### config.mk
export PLATFORM = sky130hd
export DESIGN_NAME = pmt_bin_uart_tx
export DESIGN_NICKNAME = d
export VERILOG_FILES = /design/src/rtl/pmt_pkg.sv /design/src/rtl/pmt_sync_fifo.sv /design/src/rtl/pmt_bin_uart_tx.sv
export SDC_FILE = /design/constraint.sdc
export NUM_CORES = 1
export LEC_CHECK = 0
export BUFFER_PORTS_ARGS = -buffer_cell sky130_fd_sc_hd__buf_2
export CAP_MARGIN = 10
export CORE_MARGIN = 4
export CORE_UTILIZATION = 40
export DETAILED_ROUTE_END_ITERATION = 16
export GPL_TIMING_DRIVEN = 0
export SLEW_MARGIN = 30
export SYNTH_ARGS = -nofsm -noshare
export SYNTH_HDL_FRONTEND = slang
export SYNTH_HIERARCHICAL = 1
export SYNTH_SLANG_ARGS = --single-unit
### constraint.sdc
create_clock -name clk -period 6.85 [get_ports clk]
set_input_delay 1.0275 -clock clk [delete_from_list [all_inputs] [get_ports clk]]
set_output_delay 1.0275 -clock clk [all_outputs]
set_load 0.1 [all_outputs]
### src/rtl/pmt_pkg.sv
// Shared definitions for the PMT bin-count UART reader.
// Holds the UART FSM state encoding and the frame and baud defaults.
// Imported by the count FIFO and by the top-level transmitter.
package pmt_pkg;

  typedef enum logic [1:0] {
    IDLE  = 2'd0,
    START = 2'd1,
    DATA  = 2'd2,
    STOP  = 2'd3
  } uart_state_t;

  localparam int UART_DATA_BITS       = 8;
  localparam int DEFAULT_CLKS_PER_BIT = 434;

endpackage

### src/rtl/pmt_sync_fifo.sv
// Synchronous FIFO holding captured bin counts until the UART can send them.
// Latency: a write is visible at the head on the next cycle; rd_data is combinational.
// Backpressure: a write when full is ignored unless a read happens in the same cycle.
module pmt_sync_fifo
  import pmt_pkg::*;
#(
  parameter int WIDTH = UART_DATA_BITS,
  parameter int DEPTH = 16,
  localparam int PTR_W = $clog2(DEPTH)
) (
  input  logic             clk,
  input  logic             reset,
  input  logic             wr_en,
  input  logic [WIDTH-1:0] wr_data,
  input  logic             rd_en,
  output logic [WIDTH-1:0] rd_data,
  output logic             full,
  output logic             empty,
  output logic [PTR_W:0]   level
);

  localparam logic [PTR_W-1:0] PTR_ONE  = 1;
  localparam logic [PTR_W:0]   LVL_ONE  = 1;
  localparam logic [PTR_W:0]   LVL_FULL = DEPTH[PTR_W:0];

  logic [WIDTH-1:0] r_mem [DEPTH];
  logic [PTR_W-1:0] r_wr_ptr;
  logic [PTR_W-1:0] r_rd_ptr;
  logic [PTR_W:0]   r_level;
  logic             w_push;
  logic             w_pop;

  // A read in the same cycle frees a slot, so a write to a full FIFO still lands.
  assign w_pop   = rd_en && !empty;
  assign w_push  = wr_en && (!full || w_pop);
  assign full    = (r_level == LVL_FULL);
  assign empty   = (r_level == '0);
  assign level   = r_level;
  assign rd_data = r_mem[r_rd_ptr];

  // Storage array; contents need no reset because the level gates every read.
  always_ff @(posedge clk) begin
    if (w_push) begin
      r_mem[r_wr_ptr] <= wr_data;
    end
  end

  // Pointer and occupancy bookkeeping; pointers wrap naturally at power-of-two depth.
  always_ff @(posedge clk) begin
    if (reset) begin
      r_wr_ptr <= '0;
      r_rd_ptr <= '0;
      r_level  <= '0;
    end else begin
      if (w_push) begin
        r_wr_ptr <= r_wr_ptr + PTR_ONE;
      end
      if (w_pop) begin
        r_rd_ptr <= r_rd_ptr + PTR_ONE;
      end
      case ({w_push, w_pop})
        2'b10:   r_level <= r_level + LVL_ONE;
        2'b01:   r_level <= r_level - LVL_ONE;
        default: r_level <= r_level;
      endcase
    end
  end

endmodule

### src/rtl/pmt_bin_uart_tx.sv
// Captures PMT timebin counts on the bin-end pulse and sends each as one 8N1 byte, LSB first.
// Latency: strobe at edge N into an empty idle block gives the start bit from edge N+1.
// Backpressure: counts queue in the FIFO; a strobe with the FIFO full is dropped and flags overflow.
module pmt_bin_uart_tx
  import pmt_pkg::*;
#(
  parameter int CLKS_PER_BIT = DEFAULT_CLKS_PER_BIT,
  parameter int FIFO_DEPTH   = 16,
  localparam int PTR_W = $clog2(FIFO_DEPTH)
) (
  input  logic           clk,
  input  logic           reset,
  input  logic           bin_strobe,
  input  logic [7:0]     bin_count,
  output logic           tx,
  output logic           busy,
  output logic [PTR_W:0] fifo_level,
  output logic           overflow,
  output logic           LED
);

  localparam logic [15:0] BAUD_LAST = 16'(CLKS_PER_BIT - 1);
  localparam logic [2:0]  BIT_LAST  = 3'(UART_DATA_BITS - 1);

  uart_state_t r_state;
  logic [15:0] r_baud;
  logic [2:0]  r_bit_cnt;
  logic [7:0]  r_shift;
  logic        r_tx;
  logic        r_busy;
  logic        r_led;
  logic        r_overflow;

  logic [7:0]  w_rd_data;
  logic        w_full;
  logic        w_empty;
  logic        w_pop;
  logic        w_baud_done;

  // The only place a byte leaves the queue is the IDLE cycle that launches a frame.
  assign w_pop       = (r_state == IDLE) && !w_empty;
  assign w_baud_done = (r_baud == BAUD_LAST);

  pmt_sync_fifo #(
    .WIDTH (UART_DATA_BITS),
    .DEPTH (FIFO_DEPTH)
  ) u_fifo (
    .clk     (clk),
    .reset   (reset),
    .wr_en   (bin_strobe),
    .wr_data (bin_count),
    .rd_en   (w_pop),
    .rd_data (w_rd_data),
    .full    (w_full),
    .empty   (w_empty),
    .level   (fifo_level)
  );

  // Sticky drop flag: only a strobe that finds the FIFO full with no same-cycle pop is lost.
  always_ff @(posedge clk) begin
    if (reset) begin
      r_overflow <= 1'b0;
    end else if (bin_strobe && w_full && !w_pop) begin
      r_overflow <= 1'b1;
    end
  end

  // UART frame sequencer with registered line, busy and LED outputs.
  always_ff @(posedge clk) begin
    if (reset) begin
      r_state   <= IDLE;
      r_baud    <= '0;
      r_bit_cnt <= '0;
      r_shift   <= '0;
      r_tx      <= 1'b1;
      r_busy    <= 1'b0;
      r_led     <= 1'b0;
    end else begin
      case (r_state)
        IDLE: begin
          r_tx      <= 1'b1;
          r_busy    <= 1'b0;
          r_baud    <= '0;
          r_bit_cnt <= '0;
          if (!w_empty) begin
            r_shift <= w_rd_data;
            r_tx    <= 1'b0;
            r_busy  <= 1'b1;
            r_state <= START;
          end
        end
        START: begin
          if (w_baud_done) begin
            r_baud  <= '0;
            r_tx    <= r_shift[0];
            r_state <= DATA;
          end else begin
            r_baud <= r_baud + 16'd1;
          end
        end
        DATA: begin
          if (w_baud_done) begin
            r_baud <= '0;
            if (r_bit_cnt == BIT_LAST) begin
              r_bit_cnt <= '0;
              r_tx      <= 1'b1;
              r_state   <= STOP;
            end else begin
              // Present the next bit in the same edge that shifts it down to bit 0.
              r_bit_cnt <= r_bit_cnt + 3'd1;
              r_shift   <= {1'b0, r_shift[7:1]};
              r_tx      <= r_shift[1];
            end
          end else begin
            r_baud <= r_baud + 16'd1;
          end
        end
        STOP: begin
          if (w_baud_done) begin
            r_baud  <= '0;
            r_busy  <= 1'b0;
            r_led   <= ~r_led;
            r_state <= IDLE;
          end else begin
            r_baud <= r_baud + 16'd1;
          end
        end
        default: begin
          r_state <= IDLE;
        end
      endcase
    end
  end

  assign tx       = r_tx;
  assign busy     = r_busy;
  assign LED      = r_led;
  assign overflow = r_overflow;

endmodule

# After elaboration in Yosys (flattened, before gate mapping)

Memories as Yosys holds them, arrays and structs flattened. A register that Yosys moved wholly into a read port is not among the register bits.
Index checks and enable logic that the tools add are counted.

Register bits after elaboration: 46
Latch bits: 0
RAM bits: 128
Memory bits (read-only): 0
Input port bits: 11
Memories: 1

Add/sub/neg operators: 6
Multiply operators: 0
Div/mod/pow operators: 0
Magnitude comparators: 0
Eq/ne operators: 14
Shift-type cells: 0
Multiplexer cells: 28
Bitwise gates (word level): 1
Reduce and logical (&&, ||, !) cells: 22

Memory list:

| name         | words | bits a word | read ports | clocked after memory_dff | wr ports | RTL line            | source |
|---|---|---|---|---|---|---|---|
| u_fifo.r_mem | 16    | 8           | 1          | 1                        | 1        | pmt_sync_fifo.sv:26 | `logic [WIDTH-1:0] r_mem [DEPTH];` |

Operator list:

| operator                                                                | number |
|---|---|
| 16-bit case mux with 2 select lines                                     | 1 |
| 8-bit 2-to-1 mux                                                        | 3 |
| 16-bit by 1-bit adder with 16-bit output (second input constant)        | 1 |
| 16-bit by 9-bit equality test with 1-bit output (second input constant) | 1 |
| 16-bit 2-to-1 mux                                                       | 1 |
| 8-bit case mux with 2 select lines                                      | 1 |
| 2-bit inequality test (second input constant)                           | 6 |
| 2-bit 2-to-1 mux                                                        | 5 |
| 5-bit case mux with 2 select lines                                      | 1 |
| 4-bit by 1-bit adder with 4-bit output (second input constant)          | 2 |
| 1-bit 2-to-1 mux                                                        | 8 |
| 4-bit 2-to-1 mux                                                        | 2 |
| 2-bit case mux with 4 select lines                                      | 1 |
| 2-bit equality test (second input constant)                             | 3 |
| 3-bit 2-to-1 mux                                                        | 2 |
| 3-bit case mux with 2 select lines                                      | 1 |
| 2-bit AND reduction                                                     | 3 |
| 2-bit nonzero test                                                      | 3 |
| 5-bit by 1-bit adder with 5-bit output (second input constant)          | 1 |
| 5-bit equality test (second input constant)                             | 1 |
| 1-bit logical AND                                                       | 5 |
| 5-bit zero test                                                         | 1 |
| 5-bit AND reduction                                                     | 1 |
| 5-bit by 1-bit subtractor with 5-bit output (second input constant)     | 1 |
| other kinds (13)                                                        | 16 |

# Logic depth before layout (Yosys ltp)

Gate-level depths: netlist of the first run.

Word-level depth: 8
Mapped depth: 13

# Modules after synthesis

Netlist of the first run, hierarchy kept.

By module, submodules not included:

| module          | instances | cells an instance | area each (µm²) | sequential area each (µm²) |
|---|---|---|---|---|
| pmt_sync_fifo   | 1         | 322               | 5854.4          | 4184.0 |
| pmt_bin_uart_tx | 1         | 185               | 1656.6          | 660.6 |

# Worst setup path after synthesis of the first run

OpenSTA, ideal clock, no wires.

Kind: reg2reg
Start point: register u_fifo.r_level[0] (netlist: u_fifo/level[0])
End point: register u_fifo.r_level[4] (netlist: u_fifo/level[4])
Setup time: 0.134 ns
Arrival: 3.508 ns
Slack: 3.208 ns
Stages on the path, launching flop included: 14
Buffers on the path: 1
Clock period less this slack: 3.642 ns
Path through: dfxtp_1 > or4_1 > buf_6 > nor2_1 > nand2b_1 > inv_1 > nor2b_1 > o21ai_4 > inv_2 > ha_1 > nand2b_1 > o2bb2ai_1 > a2111oi_0 > or4_1

Word-level cells in the longest chain between the ends: 8
Elaborated cells between the ends (all ways): 14

Ends and longest elaborated chain:

| item                                                                                  | RTL line              | source |
|---|---|---|
| start, declared                                                                       | pmt_sync_fifo.sv:29   | `logic [PTR_W:0] r_level;` |
| start signal, assigned                                                                | pmt_sync_fifo.sv:62   | `2'b10: r_level <= r_level + LVL_ONE;` |
| start signal, assigned                                                                | pmt_sync_fifo.sv:63   | `2'b01: r_level <= r_level - LVL_ONE;` |
| start signal, assigned                                                                | pmt_sync_fifo.sv:64   | `default: r_level <= r_level;` |
| 5-bit zero test *                                                                     | pmt_sync_fifo.sv:37   | `assign empty = (r_level == '0);` |
| via w_empty                                                                           | pmt_bin_uart_tx.sv:36 | `logic w_empty;` |
| 1-bit zero test *                                                                     | -                     |  |
| 1-bit logical AND *                                                                   | pmt_bin_uart_tx.sv:41 | `assign w_pop = (r_state == IDLE) && !w_empty;` |
| via w_pop                                                                             | pmt_bin_uart_tx.sv:37 | `logic w_pop;` |
| 1-bit logical AND *                                                                   | pmt_sync_fifo.sv:34   | `assign w_pop = rd_en && !empty;` |
| 1-bit logical OR                                                                      | pmt_sync_fifo.sv:35   | `assign w_push = wr_en && (!full \|\| w_pop);` |
| 1-bit logical AND                                                                     | pmt_sync_fifo.sv:35   |  |
| 2-bit by 1-bit equality test with 1-bit output or 2-bit equality test (tied branches) | pmt_sync_fifo.sv:61   | `case ({w_push, w_pop})` |
| 5-bit case mux with 2 select lines or 2-bit nonzero test (tied branches)              | -                     |  |

The timed path passes the listed nets; every way through them passes the cells marked *.
A chain may end at the register's enable or synchronous reset.

# Worst setup path in the final report of the first run

Same ends and word-level chain as after synthesis.

==> out/qor.txt, run 1 <==
Final setup violation count -> 0
Slew HR -> 0.4175
Clock Tree Buf Depth -> 2
Chip Height -> 145.0 um
Worst Max-Slew Pin Slew -> 0.8684 ns
Final WL -> 15390 um
Max Cap Viol -> 0
Starting Density -> 0.4125
Worst setup SP type -> register
WL/cell -> 19.58 um
Antenna diodes -> 0
First-pass GRT wire length -> 24320 um
Vias per cell -> 5.573
Die X -> 145.0 um
Area growth syn-to-layout -> 11.98%
DP HPWL -> 10120 um
Main synth FF type -> edfxtp_1
Root Buffer -> clkbuf_16
Crit Path Max Fanout -> 9
Die ar. -> 21030 sq um
Core Rows -> 49
Leakage power figure -> 0.002821 uW
CP Capture Type -> register
Setup CP Type -> register to register
Post-DP Area -> 7893 sq um
1st-iter DRT viols -> 287
DRT Pass-1 Iters -> 4
Final hold violations -> 0
Fin. max-slew vios -> 0
Top layer in use -> met4
Total chip power -> 3102 uW
Post-synthesis xor/xnor area fraction -> 0.01749
Hold buffer count at CTS -> 0
Insertion delay to the later sink of the worst-skew pair -> 0.42 ns
Total number of vias -> 4380
Post-synthesis sequential element count -> 178
Grt ovf -> 0
Clk slew on worst S/H paths -> 0.06 ns
Mux cell area share after synthesis -> 0.1081
Largest net degree at the start of global routing -> 17
Post-synthesis sequential area ratio -> 0.6450
Antenna-violating nets left -> 0
Commonest non-fill, non-tap cell in the layout -> edfxtp_1
Metal2 WL -> 8211 um
EDFF count, synth -> 128
Initial antenna violation count -> 0
Sink Count -> 178
FMAX -> 0.2709 GHz
Fraction of registers with async set/reset -> 0
Post-layout util -> 0.4619
Post-Synth Simple-Gate Area -> 0.09928
# DRC -> 0
CTS H-Tree Depth -> 4
Power density over cell area -> 368.8 nW/um^2
CTS buffer count -> 17
Crit path DAT -> 3.98 ns
Met3 WL -> 466 um
Fin area -> 8411 sq um
TNS Setup -> 0 ns
Max Clock Skew -> 0.007532 ns
Ys Warns -> 6
Final Cycle Share -> 0.5389
Synth cell types -> 55
Syn_area_per_cell -> 14.81 sq um
CTS tree -> done
DRT met1 WL -> 6480 um
RD Place Congestion -> 0.7383
Hold Path Class -> register to register
GRT Util Overall -> 0.1491
Peak VDD IR -> 0.0002051 V
Cts repair resizes -> 0
Unrepaired setup endpoints after global routing -> false
Synth Area in Adders -> 0.03098
Main combinational cell family by area after synthesis -> multiplexers
Number of global-route vias before repair -> 4566
Outcome -> finished, final reports clean
Area of the core -> 18210 sq um
Post-synthesis compound-gate area fraction -> 0.07779
Post-Syn Area -> 7511 sq um
Post-CTS Repair Setup Buffers -> 0
Data required, critical path -> 7.14 ns
Final Critical Period -> 3.691 ns
Layout cells sized above 1 -> 0.1759
Hold_ws -> 0.4677 ns
Cells after synthesis -> 507
Fin nets -> 574
I/O pin total -> 20
Commonest cells after routing, fill and taps aside -> edfxtp_1 (128), dfxtp_1 (50), nor2_1 (38)
Syn Nets -> 536
IO Port Bufs -> 19
[state kept, by name, indices dropped and copies added, names as in the netlist, named ones only]
name / count
u_fifo/r_rd_ptr: 4
u_fifo/level: 5
r_bit_cnt: 3
u_fifo/r_wr_ptr: 4
tx: 1
r_state: 2
r_baud: 16
busy: 1
overflow: 1
u_fifo/r_mem: 128
LED: 1
r_shift: 8
[per-stage QoR]
step	std cells	worst slack, ns
4_1_cts	786	3.167
3_3_place_gp	755	3.262
3_5_place_dp	755	3.172
2_1_floorplan	507	3.208
5_1_grt	786	2.959
6_report	786	3.159
[cells by family after synthesis]
kind of cell	count (synthesis)
compound gates	80
flops	178
fa+ha+maj	18
mux	41
simple gates	136
xor+xnor	15
buf+inv	39
[cell type report]
cell class / count / area [sq um]
clock inverters: 11 / 81.33
clock buffers: 20 / 436.7
multi-input cells: 290 / 2506
well taps: 229 / 286.5
flip-flops and latches: 178 / 4845
fillers: 1540 / 9798
plain buffers: 21 / 92.59
repair buffers: 19 / 95.09
inverters: 18 / 67.56
[critical path: stages, from the launching register on]
cell,delay (ns)
dfxtp_1,0.37
or4_1,0.55
buf_6,0.16
nor2_1,0.35
nand2b_1,0.23
inv_1,0.17
nor2b_1,0.20
o21ai_4,0.11
inv_2,0.12
ha_1,0.33
o2bb2ai_1,0.32
a2111oi_0,0.11
or4_1,0.54
[per-layer routing]
layer | up-vias | GRT usage
li1 | 2060 | -
met1 | 2231 | 0.1843
met2 | 71 | 0.2629
met3 | 18 | 0.02339
met4 | 0 | 0.06081
met5 | - | 0
[cells in the mapped netlist (3+ instances only)]
cell type	n	area [sq um]
edfxtp_1	128	3844
dfxtp_1	50	1001
nor2_1	38	142.6
mux4_2	32	720.7
a22oi_1	23	172.7
ha_1	17	212.7
inv_1	17	63.81
nand2_1	16	60.06
and2_1	14	87.58
a21oi_1	13	65.06
clkbuf_1	12	45.04
nand3_1	10	50.05
o21ai_0	9	45.04
mux2i_1	8	80.08
nor3_1	8	40.04
xnor2_1	8	70.07
a221o_1	7	70.07
nand4_1	7	43.79
xor2_1	7	61.31
nor2b_1	6	37.54
and3_1	5	31.28
buf_2	5	25.02
nor4_1	5	31.28
o211ai_1	5	37.54
o21a_1	5	37.54
or3_1	5	31.28
nor3b_1	4	30.03
or4_1	4	30.03
a211oi_1	3	22.52
and4_1	3	26.28
buf_1	3	11.26
nand2b_1	3	18.77
[power breakdown]
group	internal (uW)	switching (uW)
Sequential	1230	55.5
Clock	465	399
Combinational	366	587
Total	2060	1040
[worst paths after layout]
check                           slack [ns]         endpoint             from  depth (start not counted)
worst max-delay path                  3.16  u_fifo/level[4]  u_fifo/level[0]                         12
worst min-delay path                  0.47         overflow         overflow                          2
worst max register to register        3.16  u_fifo/level[4]  u_fifo/level[0]                         12
worst min register to register        0.47         overflow         overflow                          2
No activity file was read; power rests on OpenSTA's default activity.
==> run 2: changes to the inputs <==
==> constraint.sdc (replaced) <==
create_clock -name clk -period 3.4 [get_ports clk]
set_input_delay 0.51 -clock clk [delete_from_list [all_inputs] [get_ports clk]]
set_output_delay 0.51 -clock clk [all_outputs]
set_load 0.1 [all_outputs]
==> out/qor.txt, run 2 (synthesized netlist as in run 1, its figures left out) <==
R2R depth -> 13
Sequential power share -> 0.408
Worst setup SP type -> register
Die X -> 145.0 um
WL/cell -> 19.35 um
Slew HR -> 0.3817
Final Critical Period -> 3.200 ns
Post-layout util -> 0.4644
DP HPWL -> 10210 um
Insertion delay to the later sink of the worst-skew pair -> 0.42 ns
DRT Pass-1 Iters -> 5
Largest net degree at the start of global routing -> 17
Number of global-route vias before repair -> 4476
Power density over cell area -> 751.9 nW/um^2
Grt ovf -> 0
Clock Tree Buf Depth -> 2
I/O pin total -> 20
Outcome -> finished, final reports clean
Commonest cells after routing, fill and taps aside -> edfxtp_1 (128), dfxtp_1 (45), nor2_1 (37)
Max reg flops -> 128
Clock Power Share -> 0.277
Unrepaired setup endpoints after global routing -> false
Setup CP Type -> register to register
Die ar. -> 21030 sq um
Starting Density -> 0.4125
Max Clock Skew -> 0.009346 ns
WHS Path Cells -> 3
Hold Path Class -> input pin to register
Worst R2R Setup Slack -> 0.20 ns
Largest Register -> u_fifo/r_mem
Combinational fraction of design power -> 0.315
Core Rows -> 49
Vias per cell -> 5.565
CTS H-Tree Depth -> 4
Layout cells sized above 1 -> 0.1885
CP Capture Type -> register
RD Place Congestion -> 0.7948
Data required, critical path -> 3.69 ns
GRT Util Overall -> 0.1468
Max Cap Viol -> 0
Antenna-violating nets left -> 0
Worst Max-Slew Pin Slew -> 0.9219 ns
Hold buffer count at CTS -> 0
Fin area -> 8457 sq um
Area of the core -> 18210 sq um
Root Buffer -> clkbuf_16
Initial antenna violation count -> 0
Fill cells -> 1587
Total number of vias -> 4374
Final Cycle Share -> 0.9412
Leakage power figure -> 0.002847 uW
Pint -> 4272 uW
Sink Count -> 178
CTS tree -> done
Clk slew on worst S/H paths -> 0.06 ns
Sw frac -> 0.3282
Hold_sp -> bin_strobe
First-pass GRT wire length -> 24070 um
Peak VDD IR -> 0.0005610 V
Commonest non-fill, non-tap cell in the layout -> edfxtp_1
Antenna diodes -> 0
Worst r2r dst -> u_fifo/level[4]
Final hold violations -> 0
Fin nets -> 576
Worst R2R Start -> u_fifo/level[0]
IO Port Bufs -> 19
Fin. max-slew vios -> 0
# DRC -> 0
Final setup violation count -> 0
Biggest regs -> u_fifo/r_mem (128), r_baud (16), r_shift (8)
Chip Height -> 145.0 um
P_sw -> 2087 uW
Final WL -> 15210 um
Crit path DAT -> 3.49 ns
Crit. Startpoint -> u_fifo/level[0]
Hold Path End -> overflow
FMAX -> 0.3125 GHz
CTS buffer count -> 17
Post-DP Area -> 7901 sq um
1st-iter DRT viols -> 273
Post-Place Cells -> 755
Fin cells -> 786
Crit Path Max Fanout -> 9
Area growth syn-to-layout -> 12.59%
==> run 2: changes by cell type in the layout (fill, tap and decap cells not counted), sizes merged <==
cell	previous run	this run
clkinvlp	3	0
buf	28	30
inv	23	20
clkinv	3	7
bufinv	0	1
clkbuf	32	31
==> run 2: what timing repair did <==
item,in CTS,in global routing
setup buffers,0,2
setup endpoints to repair,1,1
resized for setup,2,3
pin swaps,0,1
==> run 2: worst max path at each step <==
stage,end,depth (start not counted)
floorplan,u_fifo/level[4],13
global placement,u_fifo/level[4],12
detailed placement,u_fifo/level[4],12
CTS,u_fifo/level[4],13
global route,u_fifo/level[4],13
finish,u_fifo/level[4],13
==> run 2: worst max-delay path, cell delays in order (launching register included) <==
cell	delay, ns
dfxtp_2	0.35
or4_1	0.57
buf_6	0.18
nor2_4	0.12
nand2b_4	0.16
inv_2	0.09
nor2b_1	0.17
o21ai_4	0.11
inv_2	0.12
ha_1	0.33
nand2b_1	0.10
o2bb2ai_2	0.15
a2111oi_0	0.09
or4_1	0.52
==> run 2: metal layers <==
layer / up-vias / track usage / routed length (um)
li1: 2052 / - / -
met1: 2247 / 0.1842 / 6695
met2: 65 / 0.2592 / 8015
met3: 10 / 0.03243 / 391
met4: 0 / 0.03848 / 107
met5: - / 0 / 0
==> run 2: power by group through the flow <==
stage / Clock, uW / Combinational, uW / Sequential [uW]
floorplan: 0 / 1290 / 2860
global placement: 0 / 1890 / 2630
detailed placement: 0 / 1940 / 2640
CTS: 1810 / 1960 / 2600
global route: 1900 / 2180 / 2610
finish: 1760 / 2000 / 2600
==> run 2: final cells by class <==
type                       count  area [sq um]  area share
inverter                      18         67.56    0.007989
clock inverter                10         88.84     0.01050
sequential                   178          4851      0.5736
timing repair buffer          21         110.1     0.01302
clock buffer                  19         432.9     0.05119
multi-input combinational    290          2527      0.2989
buffer                        21         92.59     0.01095
tap                          229         286.5     0.03388
==> run 2: per-stage QoR <==
| stage | hold slack [ns] | total power (uW) | setup TNS (ns) | setup WS (ns) |
|---|---|---|---|---|
| 3_5_place_dp | 0.4666 | 4576 | -0.1305 | -0.1305 |
| 4_1_cts | 0.3445 | 6360 | 0 | 0.01635 |
| 5_1_grt | 0.3649 | 6690 | 0 | 0.02437 |
| 6_report | 0.3638 | 6359 | 0 | 0.2000 |
| 3_3_place_gp | 0.4511 | 4519 | -0.009985 | -0.009985 |
| 2_1_floorplan | 0.4518 | 4146 | 0 | 0.08857 |
==> run 3: changes to the inputs <==
--- a/config.mk
+++ b/config.mk
@@ -8,7 +8,7 @@
 export BUFFER_PORTS_ARGS = -buffer_cell sky130_fd_sc_hd__buf_2
 export CAP_MARGIN = 10
 export CORE_MARGIN = 4
-export CORE_UTILIZATION = 40
+export CORE_UTILIZATION = 35
 export DETAILED_ROUTE_END_ITERATION = 16
 export GPL_TIMING_DRIVEN = 0
 export SLEW_MARGIN = 30
==> out/qor.txt, run 3 (synthesized netlist as in run 1, its figures left out) <==
Post-Place Cells -> 801
Chip Height -> 154.5 um
Sw frac -> 0.3341
Peak VDD IR -> 0.0004379 V
Max reg flops -> 128
Setup CP Type -> register to register
Die X -> 154.5 um
Number of global-route vias before repair -> 4445
Grt ovf -> 0
Core Rows -> 53
Clock Power Share -> 0.301
# DRC -> 0
Slew HR -> 0.4365
Clock Tree Buf Depth -> 2
Commonest non-fill, non-tap cell in the layout -> edfxtp_1
Max Clock Skew -> 0.01104 ns
Vias per cell -> 5.239
Area of the core -> 21090 sq um
GRT Util Overall -> 0.1306
Die ar. -> 23870 sq um
Post-DP Area -> 7959 sq um
Antenna-violating nets left -> 0
Crit Path Max Fanout -> 9
First-pass GRT wire length -> 23920 um
Largest net degree at the start of global routing -> 18
Final WL -> 15070 um
DP HPWL -> 10230 um
DRT Pass-1 Iters -> 4
Post-CTS Repair Setup Buffers -> 0
P_sw -> 2185 uW
Commonest cells after routing, fill and taps aside -> edfxtp_1 (128), dfxtp_1 (45), nor2_1 (37)
Starting Density -> 0.3562
CTS H-Tree Depth -> 4
Hold Path Class -> input pin to register
Fin. max-slew vios -> 0
Unrepaired setup endpoints after global routing -> false
CTS tree -> done
Insertion delay to the later sink of the worst-skew pair -> 0.43 ns
Sink Count -> 178
Pint -> 4353 uW
Layout cells sized above 1 -> 0.1989
Outcome -> finished, final reports clean
Fill cells -> 1941
Initial antenna violation count -> 0
I/O pin total -> 20
1st-iter DRT viols -> 289
Antenna diodes -> 0
Final setup violation count -> 0
Total number of vias -> 4364
RD Place Congestion -> 0.8111
Final hold violations -> 0
Post-layout util -> 0.4065
IO Port Bufs -> 19
Combinational fraction of design power -> 0.303
Final Critical Period -> 3.208 ns
FMAX -> 0.3117 GHz
Worst setup SP type -> register
Worst Max-Slew Pin Slew -> 0.8401 ns
Largest Register -> u_fifo/r_mem
Root Buffer -> clkbuf_16
Biggest regs -> u_fifo/r_mem (128), r_baud (16), r_shift (8)
CP Capture Type -> register
Fin area -> 8572 sq um
Leakage power figure -> 0.002875 uW
Max Cap Viol -> 0
Clk slew on worst S/H paths -> 0.06 ns
TNS Setup -> 0 ns
Data required, critical path -> 3.70 ns
Fin nets -> 574
WL/cell -> 18.09 um
Final Cycle Share -> 0.9435
Fin cells -> 833
Sequential power share -> 0.397
Power density over cell area -> 762.7 nW/um^2
CTS buffer count -> 17
Area growth syn-to-layout -> 14.13%
Crit path DAT -> 3.51 ns
==> run 3: cell types whose count changed in the layout (fill, tap and decap cells not counted) <==
cell,delta
inv_6,+4
clkinv_4,-1
clkinv_2,+1
clkbuf_1,-1
bufinv_16,+1
clkinvlp_4,+1
clkinv_1,-4
buf_4,-2
inv_8,+2
==> run 3: final timing paths <==
path / slack [ns] / end / from / cells past startpoint
worst max-delay path: 0.19 / u_fifo/level[4] / u_fifo/level[0] / 13
worst max register to register: 0.19 / u_fifo/level[4] / u_fifo/level[0] / 13
worst min-delay path: 0.34 / overflow / bin_strobe / 3
worst min register to register: 0.47 / overflow / overflow / 2
==> run 3: repair_timing <==
item / CTS / global route
resized for setup: 2 / 2
setup endpoints to repair: 1 / 33
hold buffers: 0 / 0
==> run 3: critical path: stages (launching register included) <==
cell and delay [ns]:
dfxtp_2 0.36, or4_1 0.54, buf_6 0.17, nor2_4 0.15, nand2b_4 0.18, inv_2 0.09
nor2b_1 0.16, o21ai_4 0.11, inv_2 0.11, ha_1 0.34, nand2b_1 0.11, o2bb2ai_2 0.15
a2111oi_0 0.09, or4_1 0.51
==> run 3: layout make-up <==
type,instances,area [sq um],share of cell area
flip-flops and latches,178,4851,0.5659
multi-input cells,290,2527,0.2948
clock buffers,18,429.2,0.05007
well taps,275,344.1,0.04014
clock inverters,14,165.2,0.01927
repair buffers,19,95.09,0.01109
plain buffers,21,92.59,0.01080
inverters,18,67.56,0.007882
==> run 3: power groups by stage <==
stage                     combinational (uW)  sequential, uW  clock, uW
after floorplan                         1290            2860          0
after global placement                  1900            2630          0
after detailed placement                1940            2640          0
after CTS                               1970            2590       2010
after global routing                    2150            2610       2110
final                                   1980            2590       1970
==> run 3: metal layers <==
| layer | part of all wire | global-route usage | vias to the layer above |
|---|---|---|---|
| met3 | 0.030 | 0.02770 | 26 |
| met2 | 0.52 | 0.2255 | 77 |
| met1 | 0.43 | 0.1597 | 2211 |
| met5 | 0 | 0 | - |
| li1 | - | - | 2050 |
| met4 | 0.027 | 0.05299 | 0 |
==> run 3: per-stage QoR <==
stage	hold WS [ns]	power [uW]	setup WS (ns)
5_1_grt	0.3459	6865	0.05256
6_report	0.3434	6538	0.1921
4_1_cts	0.3333	6565	0.07810
3_3_place_gp	0.4538	4525	0.02261
2_1_floorplan	0.4518	4146	0.08857
3_5_place_dp	0.4621	4581	-0.07327
